`config.mk`:
```
export PLATFORM = sky130hd
export DESIGN_NAME = sprite_bouncer
export DESIGN_NICKNAME = d
export VERILOG_FILES = /design/src/rtl/vga_pkg.sv /design/src/rtl/bounce_axis.sv /design/src/rtl/sprite_bouncer.sv
export SDC_FILE = /design/constraint.sdc
export NUM_CORES = 1
export LEC_CHECK = 0
export BUFFER_PORTS_ARGS = -buffer_cell sky130_fd_sc_hd__buf_2
export CAP_MARGIN = 20
export CELL_PAD_IN_SITES_DETAIL_PLACEMENT = 1
export CELL_PAD_IN_SITES_GLOBAL_PLACEMENT = 2
export CORE_MARGIN = 2
export CORE_UTILIZATION = 34
export DETAILED_ROUTE_END_ITERATION = 6
export PLACE_DENSITY_LB_ADDON = 0.12
export SLEW_MARGIN = 40
export SYNTH_ARGS = -nofsm -noshare
export SYNTH_HDL_FRONTEND = slang
export SYNTH_SLANG_ARGS = --single-unit
```
`constraint.sdc`:
```
create_clock -name clk -period 5.36 [get_ports clk]
set_clock_uncertainty 0.05 [all_clocks]
set_input_delay 0.536 -clock clk [delete_from_list [all_inputs] [get_ports clk]]
set_output_delay 0.536 -clock clk [all_outputs]
set_load 0.05 [all_outputs]
```
`src/rtl/vga_pkg.sv`:
```
// Shared VGA constants, the RGB444 to RGB888 expansion and the axis direction type.
package vga_pkg;

    localparam int SCR_W_DEF = 640;
    localparam int SCR_H_DEF = 480;

    // Direction of travel on one axis; 1 means the coordinate is increasing.
    typedef enum logic {
        DIR_DEC = 1'b0,
        DIR_INC = 1'b1
    } dir_e;

    // Widen each 4-bit channel to 8 bits by placing it in the upper nibble.
    function automatic logic [23:0] rgb444_to_888(input logic [11:0] c);
        return {c[11:8], 4'h0, c[7:4], 4'h0, c[3:0], 4'h0};
    endfunction

endpackage

```
`src/rtl/bounce_axis.sv`:
```
// One axis of sprite motion: position, direction state, clamping at the walls.
// hit reports that the pending move reflects off a wall; the top qualifies it
// with the update tick.
module bounce_axis
    import vga_pkg::*;
#(
    parameter int MAXP = 540,
    parameter int STEP = 1
) (
    input  logic       clk,
    input  logic       clrn,
    input  logic       tick,
    output logic [9:0] pos,
    output logic       hit
);

    localparam logic [10:0] MAX11  = 11'(MAXP);
    localparam logic [10:0] STEP11 = 11'(STEP);

    dir_e       dir_r;
    dir_e       nxt_dir_s;
    logic [9:0] pos_r;
    logic [9:0] nxt_pos_s;
    logic       hit_s;

    // Next position/direction assuming a tick; clamps to [0, MAXP] and flags reflections.
    always_comb begin
        nxt_pos_s = pos_r;
        nxt_dir_s = dir_r;
        hit_s     = 1'b0;
        if (MAX11 == 11'd0) begin
            // Sprite as wide as the screen: pinned at 0, never reflects.
            nxt_pos_s = 10'd0;
        end else begin
            case (dir_r)
                DIR_INC: begin
                    if (({1'b0, pos_r} + STEP11) >= MAX11) begin
                        nxt_pos_s = MAX11[9:0];
                        nxt_dir_s = DIR_DEC;
                        hit_s     = 1'b1;
                    end else begin
                        nxt_pos_s = pos_r + STEP11[9:0];
                    end
                end
                DIR_DEC: begin
                    if ({1'b0, pos_r} <= STEP11) begin
                        nxt_pos_s = 10'd0;
                        nxt_dir_s = DIR_INC;
                        hit_s     = 1'b1;
                    end else begin
                        nxt_pos_s = pos_r - STEP11[9:0];
                    end
                end
                default: begin
                    nxt_pos_s = 10'd0;
                    nxt_dir_s = DIR_INC;
                end
            endcase
        end
    end

    // Axis state machine: commit the move on each update tick.
    always_ff @(posedge clk) begin
        if (!clrn) begin
            pos_r <= 10'd0;
            dir_r <= DIR_INC;
        end else if (tick) begin
            pos_r <= nxt_pos_s;
            dir_r <= nxt_dir_s;
        end else begin
            pos_r <= pos_r;
            dir_r <= dir_r;
        end
    end

    assign pos = pos_r;
    assign hit = hit_s;

endmodule

```
`src/rtl/sprite_bouncer.sv`:
```
// Bouncing sprite overlay for a VGA pipeline: motion divider, two bounce_axis
// instances, reflection counter and a two-stage pixel path into the sprite ROM.
// Optional feature: define SPRITE_BOUNCER_COLORKEY_EN to blank pixels equal to KEY.
module sprite_bouncer
    import vga_pkg::*;
#(
    parameter int SCR_W = SCR_W_DEF,
    parameter int SCR_H = SCR_H_DEF,
    parameter int SPR_W = 100,
    parameter int SPR_H = 100,
    parameter int STEP  = 1,
    parameter int DIV   = 250000
`ifdef SPRITE_BOUNCER_COLORKEY_EN
    ,
    parameter logic [11:0] KEY = 12'hF0F
`endif
) (
    input  logic                                 clk,
    input  logic                                 clrn,
    input  logic                                 run,
    input  logic [9:0]                           h_addr,
    input  logic [9:0]                           v_addr,
    input  logic [11:0]                          q,
    output logic [$clog2(SPR_W*SPR_H > 1 ? SPR_W*SPR_H : 2)-1:0] rom_addr,
    output logic [23:0]                          vga_data,
    output logic [9:0]                           ph_addr,
    output logic [9:0]                           pv_addr,
    output logic [15:0]                          bounce_cnt
);

    localparam int AW = $clog2(SPR_W*SPR_H > 1 ? SPR_W*SPR_H : 2);
    localparam int CW = $clog2(DIV);
    localparam logic [CW-1:0] DIV_LAST = CW'(DIV - 1);
    localparam logic [10:0]   SPR_W11  = 11'(SPR_W);
    localparam logic [10:0]   SPR_H11  = 11'(SPR_H);
    localparam logic [19:0]   SPR_W20  = 20'(SPR_W);

    logic [CW-1:0] div_r;
    logic          tick_s;
    logic          hit_x_s;
    logic          hit_y_s;
    logic [15:0]   bounce_r;
    logic          in_win_s;
    logic [19:0]   offset_s;
    logic [AW-1:0] rom_addr_r;
    logic          win_d1_r;
    logic [23:0]   vga_r;
    logic          key_hit_s;

    assign tick_s = run && (div_r == DIV_LAST);

    // Update-rate divider; frozen while run is low so a pause resumes mid-period.
    always_ff @(posedge clk) begin
        if (!clrn) begin
            div_r <= {CW{1'b0}};
        end else if (run) begin
            div_r <= tick_s ? {CW{1'b0}} : div_r + {{(CW-1){1'b0}}, 1'b1};
        end else begin
            div_r <= div_r;
        end
    end

    bounce_axis #(.MAXP(SCR_W - SPR_W), .STEP(STEP)) u_axis_x (
        .clk  (clk),
        .clrn (clrn),
        .tick (tick_s),
        .pos  (ph_addr),
        .hit  (hit_x_s)
    );

    bounce_axis #(.MAXP(SCR_H - SPR_H), .STEP(STEP)) u_axis_y (
        .clk  (clk),
        .clrn (clrn),
        .tick (tick_s),
        .pos  (pv_addr),
        .hit  (hit_y_s)
    );

    // Count ticks that reflect on either axis; a corner hit counts once.
    always_ff @(posedge clk) begin
        if (!clrn) begin
            bounce_r <= 16'd0;
        end else if (tick_s && (hit_x_s || hit_y_s)) begin
            bounce_r <= bounce_r + 16'd1;
        end else begin
            bounce_r <= bounce_r;
        end
    end

    // Window test and ROM offset relative to the sprite's top-left corner.
    always_comb begin
        in_win_s = ({1'b0, h_addr} >= {1'b0, ph_addr}) &&
                   ({1'b0, h_addr} <  ({1'b0, ph_addr} + SPR_W11)) &&
                   ({1'b0, v_addr} >= {1'b0, pv_addr}) &&
                   ({1'b0, v_addr} <  ({1'b0, pv_addr} + SPR_H11));
        offset_s = 20'd0;
        if (in_win_s) begin
            offset_s = (20'(v_addr - pv_addr) * SPR_W20) + 20'(h_addr - ph_addr);
        end else begin
            offset_s = 20'd0;
        end
    end

    // Pixel stage 1: latch ROM address (held outside the window) and window flag.
    always_ff @(posedge clk) begin
        if (!clrn) begin
            rom_addr_r <= {AW{1'b0}};
            win_d1_r   <= 1'b0;
        end else begin
            rom_addr_r <= in_win_s ? offset_s[AW-1:0] : rom_addr_r;
            win_d1_r   <= in_win_s;
        end
    end

    // Colour-key match on the ROM word; never matches when the feature is off.
    always_comb begin
        key_hit_s = 1'b0;
`ifdef SPRITE_BOUNCER_COLORKEY_EN
        key_hit_s = (q == KEY);
`else
        key_hit_s = 1'b0;
`endif
    end

    // Pixel stage 2: expand the ROM word inside the window, black elsewhere.
    always_ff @(posedge clk) begin
        if (!clrn) begin
            vga_r <= 24'h000000;
        end else if (win_d1_r && !key_hit_s) begin
            vga_r <= rgb444_to_888(q);
        end else begin
            vga_r <= 24'h000000;
        end
    end

    assign rom_addr   = rom_addr_r;
    assign vga_data   = vga_r;
    assign bounce_cnt = bounce_r;

endmodule

```
Word-level counts from Yosys, hierarchy flattened
Cells that the tools add are included.
- input port bits: 35
- output and inout bits: 74
- register bits: 95
- logic and storage cells: 59
- reductions and logical operators: 7
- add/sub/neg operators: 13
- bitwise operators: 2
- multiply operators: 1
- eq/ne operators: 1
- mux-type cells: 17
- magnitude comparators: 8
- operator list (cell ; count):
    2-to-1 mux 10 bit ; 4
    case mux 10 bit (2 select lines) ; 2
    adder 10 x 1 -> 11 bit, second input constant ; 2
    adder 10 x 7 -> 11 bit, second input constant ; 2
    < comparator 10 x 11 -> 1 bit ; 2
    subtractor 10 x 10 -> 11 bit ; 2
    adder 10 x 1 -> 10 bit, second input constant ; 2
    greater-or-equal comparator 10 bit ; 2
    less-or-equal comparator 10 x 1 -> 1 bit, second input constant ; 2
    multiplier 20 x 5 -> 12 bit, second input constant ; 1
    subtractor 10 x 1 -> 10 bit, second input constant ; 2
    adder 18 x 1 -> 18 bit, second input constant ; 1
    == test 18 bit, second input constant ; 1
    2-to-1 mux 18 bit ; 1
    adder 16 x 1 -> 16 bit, second input constant ; 1
    adder 14 bit ; 1
    greater-or-equal comparator 11 x 10 -> 1 bit, second input constant ; 1
    greater-or-equal comparator 11 x 9 -> 1 bit, second input constant ; 1
    case mux 1 bit (2 select lines) ; 4
    2-to-1 mux 1 bit ; 6
    logical AND 1 bit ; 5
    inverter 1 bit ; 2
    AND reduction 2 bit ; 1
    logical OR 1 bit ; 1

Logic depth before layout (Yosys ltp)
Gate-level depths: netlist of run 1.
- word-level depth: 6
- depth in mapped cells: 21
- mapped depth without buffers: 21

Modules after synthesis
A second synthesis of run 1 with hierarchy kept.
- cells, all modules: 860
- area, all modules: 6986.7 µm²
- modules (own cells, without submodules) (module ; instances ; seq. area each (µm²) ; cells each ; area each (µm²)):
    sprite_bouncer ; 1 ; 1221.2 ; 578 ; 4933.5
    bounce_axis at u_axis_x ; 1 ; 220.2 ; 146 ; 1074.8
    bounce_axis at u_axis_y ; 1 ; 220.2 ; 136 ; 978.4

Least setup slack after synthesis of run 1
OpenSTA, ideal clock, no wires.
- path kind: register -> register
- start point: register u_axis_y.pos_r[1], in the netlist u_axis_y.pos[1]
- end point: register rom_addr_r[12], in the netlist rom_addr[12]
- path slack: 0.084 ns
- arrival time: 5.111 ns
- setup time: 0.115 ns
- required time: 5.195 ns
- period minus slack after synthesis: 5.276 ns
- buffers on the path: 0
- stages on the path, launching flop included: 20
- cell sequence: dfxtp_1 inv_1 ha_1 nor2b_1 or2_1 a21oi_1 xnor2_1 ha_1 ha_1 fa_1 ha_1 a21oi_1 xnor2_1 ha_1 and2_1 or2_2 o21ai_0 a21boi_0 or3_1 a31o_1
- cells in the longest elaborated chain, start to end: 3
- elaborated cells between the ends (all ways): 8
- classes of those cells: add/sub (3); mul (1); order compare (2); reduce/logical (2)
- RTL lines (element ; RTL line ; RTL):
    from (decl) ; bounce_axis.sv:22 ; logic [9:0] pos_r;
    from (signal assigned) ; bounce_axis.sv:68 ; pos_r <= nxt_pos_s;
    from (signal assigned) ; bounce_axis.sv:71 ; pos_r <= pos_r;
    subtractor 10 x 10 -> 11 bit, or another cell as far along ; sprite_bouncer.sv:98 ; offset_s = (20'(v_addr - pv_addr) * SPR_W20) + 20'(h_addr - ph_addr);
    multiplier 20 x 5 -> 12 bit, or another cell as far along ; sprite_bouncer.sv:98 ;
    adder 14 bit / logical AND 1 bit (equally long branches) ; sprite_bouncer.sv:98, sprite_bouncer.sv:94 ;
    to (signal assigned) ; sprite_bouncer.sv:107 ; rom_addr_r <= {AW{1'b0}};
    to (signal assigned) ; sprite_bouncer.sv:110 ; rom_addr_r <= in_win_s ? offset_s[AW-1:0] : rom_addr_r;
    to (decl) ; sprite_bouncer.sv:45 ; logic [AW-1:0] rom_addr_r;
Several ways; a longest one is shown, not always the timed one.
A chain may end at the register's enable or synchronous reset.

Worst setup path after layout of run 1
Same ends and word-level chain as after synthesis.

==> results.sh, run 1 <==
export IMPL_detail_route_first_pass_iterations=4
export IMPL_synth_yosys_seq_area_share_pct=23.8
export IMPL_grt_pass1_vias=6395
export IMPL_min_period_over_period_pct=93.9
export IMPL_postCtsHoldBufs=0
export IMPL_report_final_slew_viol_count=0
export IMPL_clk_transition_reported_paths_ns=0.07
export IMPL_synth_ff_latch_count=83
export IMPL_post_place_cells=1214
export IMPL_final_weighted_congestion_in_routability_driven_placement=0.810
export IMPL_maximum_number_of_pins_on_one_net_before_global_route_repair=48
export IMPL_initial_antenna_violation_count=0
export IMPL_worst_r2r_setup_slack_ns=0.33
export IMPL_ioPinCount=109
export IMPL_avgSynthCellArea_um2=8.06
export IMPL_hold_path_startpoint="q[3]"
export IMPL_slew_headroom_pct=49.3
export IMPL_synth_distinct_cells=78
export IMPL_finalSetupTns_ns=0
export IMPL_filler_cell_count=2517
export IMPL_portBuffers=96
export IMPL_worst_skew_pair_late_latency_ns=0.35
export IMPL_cp_end_kind="flop"
export IMPL_pwr_share_clk_pct=30.8
export IMPL_met3WireLength_um=624
export IMPL_timing_hold_worst_class="input port to flop"
export IMPL_first_iter_violations=205
export IMPL_totalWireLength_um=20100
export IMPL_clock_sinks=83
export IMPL_route_top_layer_used="met4"
export IMPL_routedWlPerCell_um=16.3
export IMPL_critPathKind="flop to flop"
export IMPL_hold_path_depth=2
export IMPL_result_of_the_run="complete, no violations"
export IMPL_syn_cell_area_mm2=0.00699
export IMPL_start_kind="flop"
export IMPL_setup_violations=0
export IMPL_fp_dieArea_mm2=0.0217
export IMPL_reg2reg_to="rom_addr[12]"
export IMPL_core_area_mm2=0.0202
export IMPL_power_switching_uw=775
export IMPL_critPathArrivalTime_ns=5.23
export IMPL_clockBufferDepth=2
export IMPL_drtAntennaViolNets=0
export IMPL_grt_first_pass_wirelength_um=33400
export IMPL_final_instance_count_excl_fillers=1230
export IMPL_drv_cap=0
export IMPL_internal_power_mw=1.38
export IMPL_antennaDiodeCount=0
export IMPL_std_cell_rows=52
export IMPL_cts_tree="built"
export IMPL_timing_worst_slew_pin_value_ns=0.758
export IMPL_grt_util_all_layers_pct=18.8
export IMPL_postSynth_asyncResetShare_pct=0
export IMPL_max_clk_rate_mhz=199
export IMPL_hpwlAfterDp_um=15400
export IMPL_finalCriticalPeriod_ns=5.03
export IMPL_power_frac_seq_pct=29.4
export IMPL_hold_path_endpoint="vga_data[7]"
export IMPL_reg2reg_depth=19
export IMPL_crit_path_max_fanout=4
export IMPL_length_of_routed_met2_wiring_um=8860
export IMPL_power_per_cell_area_mw_per_mm2=267
export IMPL_syn_to_final_growth_pct=15.4
export IMPL_fin_nets=1081
export IMPL_die_w_um=147
export IMPL_clock_tree_htree_level_count=3
export IMPL_ys_warnings_count=0
export IMPL_clock_tree_root_cell="sky130_fd_sc_hd__clkbuf_16"
export IMPL_ir_drop_v=0.000146
export IMPL_leakage_nw=3.57
export IMPL_die_h_um=147
export IMPL_cts_buffers_inserted=9
export IMPL_drc=0
export IMPL_share_comb_of_total_power_pct=39.9
export IMPL_layout_drive_gt1_share_pct=16.0
export IMPL_report_final_hold_viol_count=0
export IMPL_routed_via_density=5.16
export IMPL_postSynthCellCount=867
export IMPL_floorplan_initialDensity_pct=34.5
export IMPL_detailroute_via_count=6348
export IMPL_grt_remaining_overflow=0
export IMPL_flip_flop_cell_with_the_highest_count_after_synthesis="sky130_fd_sc_hd__dfxtp_1"
export IMPL_wl_met1_um=10400
export IMPL_critical_path_required_time_ns=5.55
export IMPL_synth_edf_count=0
export IMPL_unrepaired_setup_endpoints_after_global_routing="false"
export IMPL_netSwitchingFraction_pct=35.9
export IMPL_start_of_the_worst_register_to_register_path="u_axis_y.pos[1]"
-- per-layer routing --
layer  up-vias  global-route usage (%)
li1       3222                       -
met2        96                    30.1
met3        15                    2.72
met1      3015                    27.0
met5         -                       0
met4         0                    3.89
-- sequential cells by signal, summed over array words and instances, names as in the netlist --
| name | cells |
|---|---|
| bounce_cnt | 16 |
| rom_addr | 14 |
| win_d1_r | 1 |
| u_axis_x.pos | 10 |
| div_r | 18 |
| u_axis_y.dir_r | 1 |
| vga_data | 12 |
| u_axis_x.dir_r | 1 |
| u_axis_y.pos | 10 |
-- area by class of cell --
class	count	area, um^2	area share, %
clock buffers	9	225	2.79
clock inverters	7	82.6	1.02
inverters	65	244	3.02
multi-input cells	684	4910	60.9
flip-flops and latches	83	1660	20.6
well taps	270	338	4.19
repair buffers	112	603	7.48
-- power groups by stage --
stage	logic, mW	clock network [mW]	registers [mW]
floorplan	0.618	0	0.678
global placement	0.849	0	0.648
detailed placement	0.858	0	0.648
CTS	0.868	0.690	0.634
global route	0.981	0.712	0.635
finish	0.860	0.664	0.634
-- timing repair --
item                                    4_1_cts  5_1_grt
gates resized for setup                       0        2
endpoints found under the setup margin        0        1
setup buffers                                 0        0
-- metrics by stage --
| stage | setup WS (ns) | util, % | cell area [um^2] | power [mW] | hold slack, ns |
|---|---|---|---|---|---|
| after global placement | 0.169 | 38.3 | 7740 | 1.50 | 0.393 |
| after detailed placement | 0.109 | 38.3 | 7750 | 1.51 | 0.401 |
| after floorplan | 0.0836 | - | 7030 | 1.30 | 0.404 |
| after CTS | 0.266 | 39.8 | 8060 | 2.19 | 0.355 |
| after global routing | 0.0316 | 39.9 | 8070 | 2.33 | 0.363 |
| final | 0.329 | 39.9 | 8070 | 2.16 | 0.374 |
-- cells by family after synthesis --
group	share of synthesized area (%)
AOI/OAI and AO/OA	17.9
xor gates and xnor gates	9.34
adders and majority gates	17.3
buffers and inverters	6.84
DFF	23.8
muxes	2.72
other	0.0537
and+or+nand+nor	22.1
-- how the worst max path moves through the flow --
stage,start,end,slack (ns),cells after the start
2_1_floorplan,u_axis_y.pos[1],rom_addr[12],0.08,19
6_report,u_axis_y.pos[1],rom_addr[12],0.33,19
4_1_cts,u_axis_y.pos[1],rom_addr[12],0.27,19
3_5_place_dp,v_addr[0],rom_addr[12],0.11,21
5_1_grt,u_axis_y.pos[1],rom_addr[12],0.03,19
3_3_place_gp,v_addr[0],rom_addr[12],0.17,21
-- cells in the mapped netlist (8+ instances only) --
cell type,instances,area (um^2)
sky130_fd_sc_hd__nor2_1,69,259
sky130_fd_sc_hd__nand2b_1,15,93.8
sky130_fd_sc_hd__a21o_1,12,90.1
sky130_fd_sc_hd__or3_1,11,68.8
sky130_fd_sc_hd__and3_1,22,138
sky130_fd_sc_hd__xnor2_1,50,438
sky130_fd_sc_hd__nor3_1,21,105
sky130_fd_sc_hd__nand3_1,28,140
sky130_fd_sc_hd__dfxtp_1,83,1660
sky130_fd_sc_hd__xor2_1,22,193
sky130_fd_sc_hd__nand2_1,76,285
sky130_fd_sc_hd__nor4_1,8,50.1
sky130_fd_sc_hd__a21oi_1,55,275
sky130_fd_sc_hd__o21ai_0,38,190
sky130_fd_sc_hd__ha_1,82,1030
sky130_fd_sc_hd__nand4_1,18,113
sky130_fd_sc_hd__inv_1,64,240
sky130_fd_sc_hd__a211oi_1,12,90.1
sky130_fd_sc_hd__fa_1,9,180
sky130_fd_sc_hd__buf_4,12,90.1
sky130_fd_sc_hd__mux2i_1,19,190
sky130_fd_sc_hd__clkbuf_1,26,97.6
-- worst max-delay path: stages, from the launching register on --
cell and delay [ns]:
sky130_fd_sc_hd__dfxtp_1 0.38, sky130_fd_sc_hd__inv_1 0.12, sky130_fd_sc_hd__ha_1 0.30, sky130_fd_sc_hd__nor2b_1 0.14, sky130_fd_sc_hd__or2_1 0.23, sky130_fd_sc_hd__a21oi_1 0.18, sky130_fd_sc_hd__xnor2_1 0.21, sky130_fd_sc_hd__ha_1 0.30
sky130_fd_sc_hd__ha_1 0.31, sky130_fd_sc_hd__fa_1 0.47, sky130_fd_sc_hd__ha_1 0.36, sky130_fd_sc_hd__a21oi_2 0.19, sky130_fd_sc_hd__xnor2_1 0.14, sky130_fd_sc_hd__ha_1 0.26, sky130_fd_sc_hd__and2_1 0.17, sky130_fd_sc_hd__or2_2 0.28
sky130_fd_sc_hd__o21ai_0 0.20, sky130_fd_sc_hd__a21boi_0 0.13, sky130_fd_sc_hd__or3_1 0.32, sky130_fd_sc_hd__a31o_1 0.17
-- cell usage in the layout (no fill, tap or decap), types with 4 or more instances in the layout --
master | netlist | routed
sky130_fd_sc_hd__buf_2 | 7 | 95
sky130_fd_sc_hd__dfxtp_1 | 83 | 83
sky130_fd_sc_hd__ha_1 | 82 | 82
sky130_fd_sc_hd__nand2_1 | 76 | 76
sky130_fd_sc_hd__nor2_1 | 69 | 69
sky130_fd_sc_hd__inv_1 | 64 | 64
sky130_fd_sc_hd__a21oi_1 | 55 | 54
sky130_fd_sc_hd__xnor2_1 | 50 | 50
sky130_fd_sc_hd__o21ai_0 | 38 | 38
sky130_fd_sc_hd__nand3_1 | 28 | 28
sky130_fd_sc_hd__xor2_1 | 22 | 22
sky130_fd_sc_hd__and3_1 | 22 | 22
sky130_fd_sc_hd__nor3_1 | 21 | 20
sky130_fd_sc_hd__mux2i_1 | 19 | 19
sky130_fd_sc_hd__nand4_1 | 18 | 18
sky130_fd_sc_hd__buf_4 | 12 | 17
sky130_fd_sc_hd__nand2b_1 | 15 | 15
sky130_fd_sc_hd__a21o_1 | 12 | 12
sky130_fd_sc_hd__a211oi_1 | 12 | 12
sky130_fd_sc_hd__conb_1 | 1 | 12
sky130_fd_sc_hd__or3_1 | 11 | 11
sky130_fd_sc_hd__fa_1 | 9 | 9
sky130_fd_sc_hd__clkbuf_16 | 0 | 9
sky130_fd_sc_hd__nor4_1 | 8 | 7
sky130_fd_sc_hd__o22ai_1 | 7 | 7
sky130_fd_sc_hd__o221a_2 | 7 | 7
sky130_fd_sc_hd__nor2b_1 | 6 | 6
sky130_fd_sc_hd__o41ai_1 | 4 | 4
sky130_fd_sc_hd__o21a_1 | 4 | 4
sky130_fd_sc_hd__nor3b_1 | 4 | 4
sky130_fd_sc_hd__and2_1 | 4 | 4
sky130_fd_sc_hd__o211ai_1 | 4 | 4
Power figures use the tool's default switching activity.
==> run 2, diff against run 1 <==
Settings changed: PLACE_DENSITY_LB_ADDON 0.12 to 0.08.
==> results.sh, run 2 (synthesis results as in run 1) <==
export IMPL_result_of_the_run="complete, no violations"
export IMPL_cts_repair_timing_setup_buffer_count=0
export IMPL_finalSetupTns_ns=0
export IMPL_std_cell_rows=52
export IMPL_preCtsSetupSlack_ns=-0.0247
export IMPL_largest_register="div_r"
export IMPL_slew_headroom_pct=48.2
export IMPL_first_iter_violations=227
export IMPL_hpwlAfterDp_um=16300
export IMPL_routed_via_density=5.19
export IMPL_critical_path_max_stage_delay_ns=0.46
export IMPL_met3WireLength_um=652
export IMPL_critPathSlowestCell="sky130_fd_sc_hd__fa_1"
export IMPL_worst_path_cell_trace="inv_1, ha_1, nor2b_1, or2_1, a21oi_1, xnor2_2, ha_1, ha_1, fa_1, ha_1, a21oi_2, xnor2_1, ha_1, and2_1, o21ai_0, o311ai_0, buf_4, a21o_1, a21oi_1, xnor2_1, a21oi_1"
export IMPL_cp_end_kind="flop"
export IMPL_most_frequent_standard_cell_in_the_layout_excluding_fill_and_tap_cells="sky130_fd_sc_hd__buf_2"
export IMPL_hold_path_startpoint="q[2]"
export IMPL_cts_buffers_inserted=9
export IMPL_die_w_um=147
export IMPL_grt_remaining_overflow=0
export IMPL_layout_cell_area_non_filler_mm2=0.00808
export IMPL_finalCriticalPeriod_ns=5.02
export IMPL_placement_cell_area_mm2=0.00775
export IMPL_clock_tree_htree_level_count=3
export IMPL_max_clk_rate_mhz=199
export IMPL_fp_dieArea_mm2=0.0217
export IMPL_wl_met1_um=10200
export IMPL_syn_to_final_growth_pct=15.6
export IMPL_drtAntennaViolNets=0
export IMPL_cts_tree="built"
export IMPL_largest_register_ffs=18
export IMPL_final_total_pwr_mw=2.17
export IMPL_critPathArrivalTime_ns=5.17
export IMPL_grt_first_pass_wirelength_um=34200
export IMPL_detailroute_via_count=6389
export IMPL_layout_common_cells="sky130_fd_sc_hd__buf_2 (96), sky130_fd_sc_hd__ha_1 (82), sky130_fd_sc_hd__dfxtp_1 (82)"
export IMPL_worst_path_most_repeated_cell="sky130_fd_sc_hd__ha_1"
export IMPL_unrepaired_setup_endpoints_after_global_routing="false"
export IMPL_timing_hold_ws_ns=0.378
export IMPL_detail_route_first_pass_iterations=4
export IMPL_ir_drop_v=0.000140
export IMPL_critPathKind="flop to flop"
export IMPL_fin_nets=1081
export IMPL_setup_violations=0
export IMPL_setup_ws_ns=0.342
export IMPL_timing_hold_worst_class="input port to flop"
export IMPL_final_weighted_congestion_in_routability_driven_placement=0.811
export IMPL_crit_path_max_fanout=4
export IMPL_totalWireLength_um=20700
export IMPL_core_area_mm2=0.0202
export IMPL_start_of_the_worst_register_to_register_path="u_axis_y.pos[1]"
export IMPL_clock_sinks=83
export IMPL_start_kind="flop"
export IMPL_portBuffers=96
export IMPL_critical_path_required_time_ns=5.52
export IMPL_min_period_over_period_pct=93.6
export IMPL_leakage_nw=3.58
export IMPL_timing_worst_slew_pin_value_ns=0.773
export IMPL_power_per_cell_area_mw_per_mm2=269
export IMPL_drc=0
export IMPL_ioPinCount=109
export IMPL_antennaDiodeCount=0
export IMPL_clock_tree_root_cell="sky130_fd_sc_hd__clkbuf_16"
export IMPL_critPathLaunch="u_axis_y.pos[1]"
export IMPL_floorplan_initialDensity_pct=34.5
export IMPL_drv_cap=0
export IMPL_initial_antenna_violation_count=0
export IMPL_die_h_um=147
export IMPL_layout_drive_gt1_share_pct=16.4
export IMPL_length_of_routed_met2_wiring_um=9490
export IMPL_clk_transition_reported_paths_ns=0.07
export IMPL_report_final_hold_viol_count=0
export IMPL_worst_skew_pair_late_latency_ns=0.35
export IMPL_report_final_slew_viol_count=0
export IMPL_maximum_number_of_pins_on_one_net_before_global_route_repair=48
export IMPL_grt_util_all_layers_pct=19.4
export IMPL_grt_pass1_vias=6554
export IMPL_clockBufferDepth=2
export IMPL_routedWlPerCell_um=16.8
export IMPL_route_top_layer_used="met4"
==> run 2: cell counts in the layout (fill, tap and decap cells not counted) <==
No cell type changed its count.
==> run 2: critical path: cells and delay by family, from the launching register on <==
kind / cells / cell delay, ns
flip-flops: 1 / 0.33
XOR/XNOR: 3 / 0.47
AO/OA/AOI/OAI: 7 / 1.20
adder cells (fa/ha/maj): 6 / 2.02
AND/OR/NAND/NOR: 3 / 0.56
buffers and inverters: 2 / 0.26
==> run 2: metal layers <==
metal | global-route usage, % | up-vias
met3 | 2.93 | 19
li1 | - | 3226
met4 | 4.33 | 0
met1 | 27.0 | 3035
met5 | 0 | -
met2 | 31.7 | 109
==> run 2: worst paths after layout <==
| path | to | slack, ns | cells past startpoint |
|---|---|---|---|
| worst max-delay path | rom_addr[13] | 0.34 | 21 |
| worst min-delay path | vga_data[6] | 0.38 | 2 |
| worst max register to register | rom_addr[13] | 0.34 | 21 |
| worst min register to register | rom_addr[10] | 0.40 | 2 |
==> run 2: area by class of cell <==
cell class,count,area [um^2]
inverter,65,244
tap,270,338
sequential,83,1660
fill,2483,12200
clock buffer,9,225
timing repair buffer,112,601
multi-input combinational,684,4930
clock inverter,7,82.6
==> run 2: power by group <==
part	internal, mW	switching (mW)
Clock	0.371	0.305
Combinational	0.380	0.481
Sequential	0.627	0.00577
Total	1.38	0.792
==> run 2: metrics by stage <==
stage,instances,util (%)
CTS,1230,39.8
global placement,1213,38.2
finish,1230,39.9
detailed placement,1214,38.3
floorplan,878,-
global route,1230,39.9
==> run 2: what timing repair did <==
item,CTS,global route
hold endpoints to repair,0,0
hold buffers,0,0
setup endpoints to repair,0,2
resized for setup,0,5
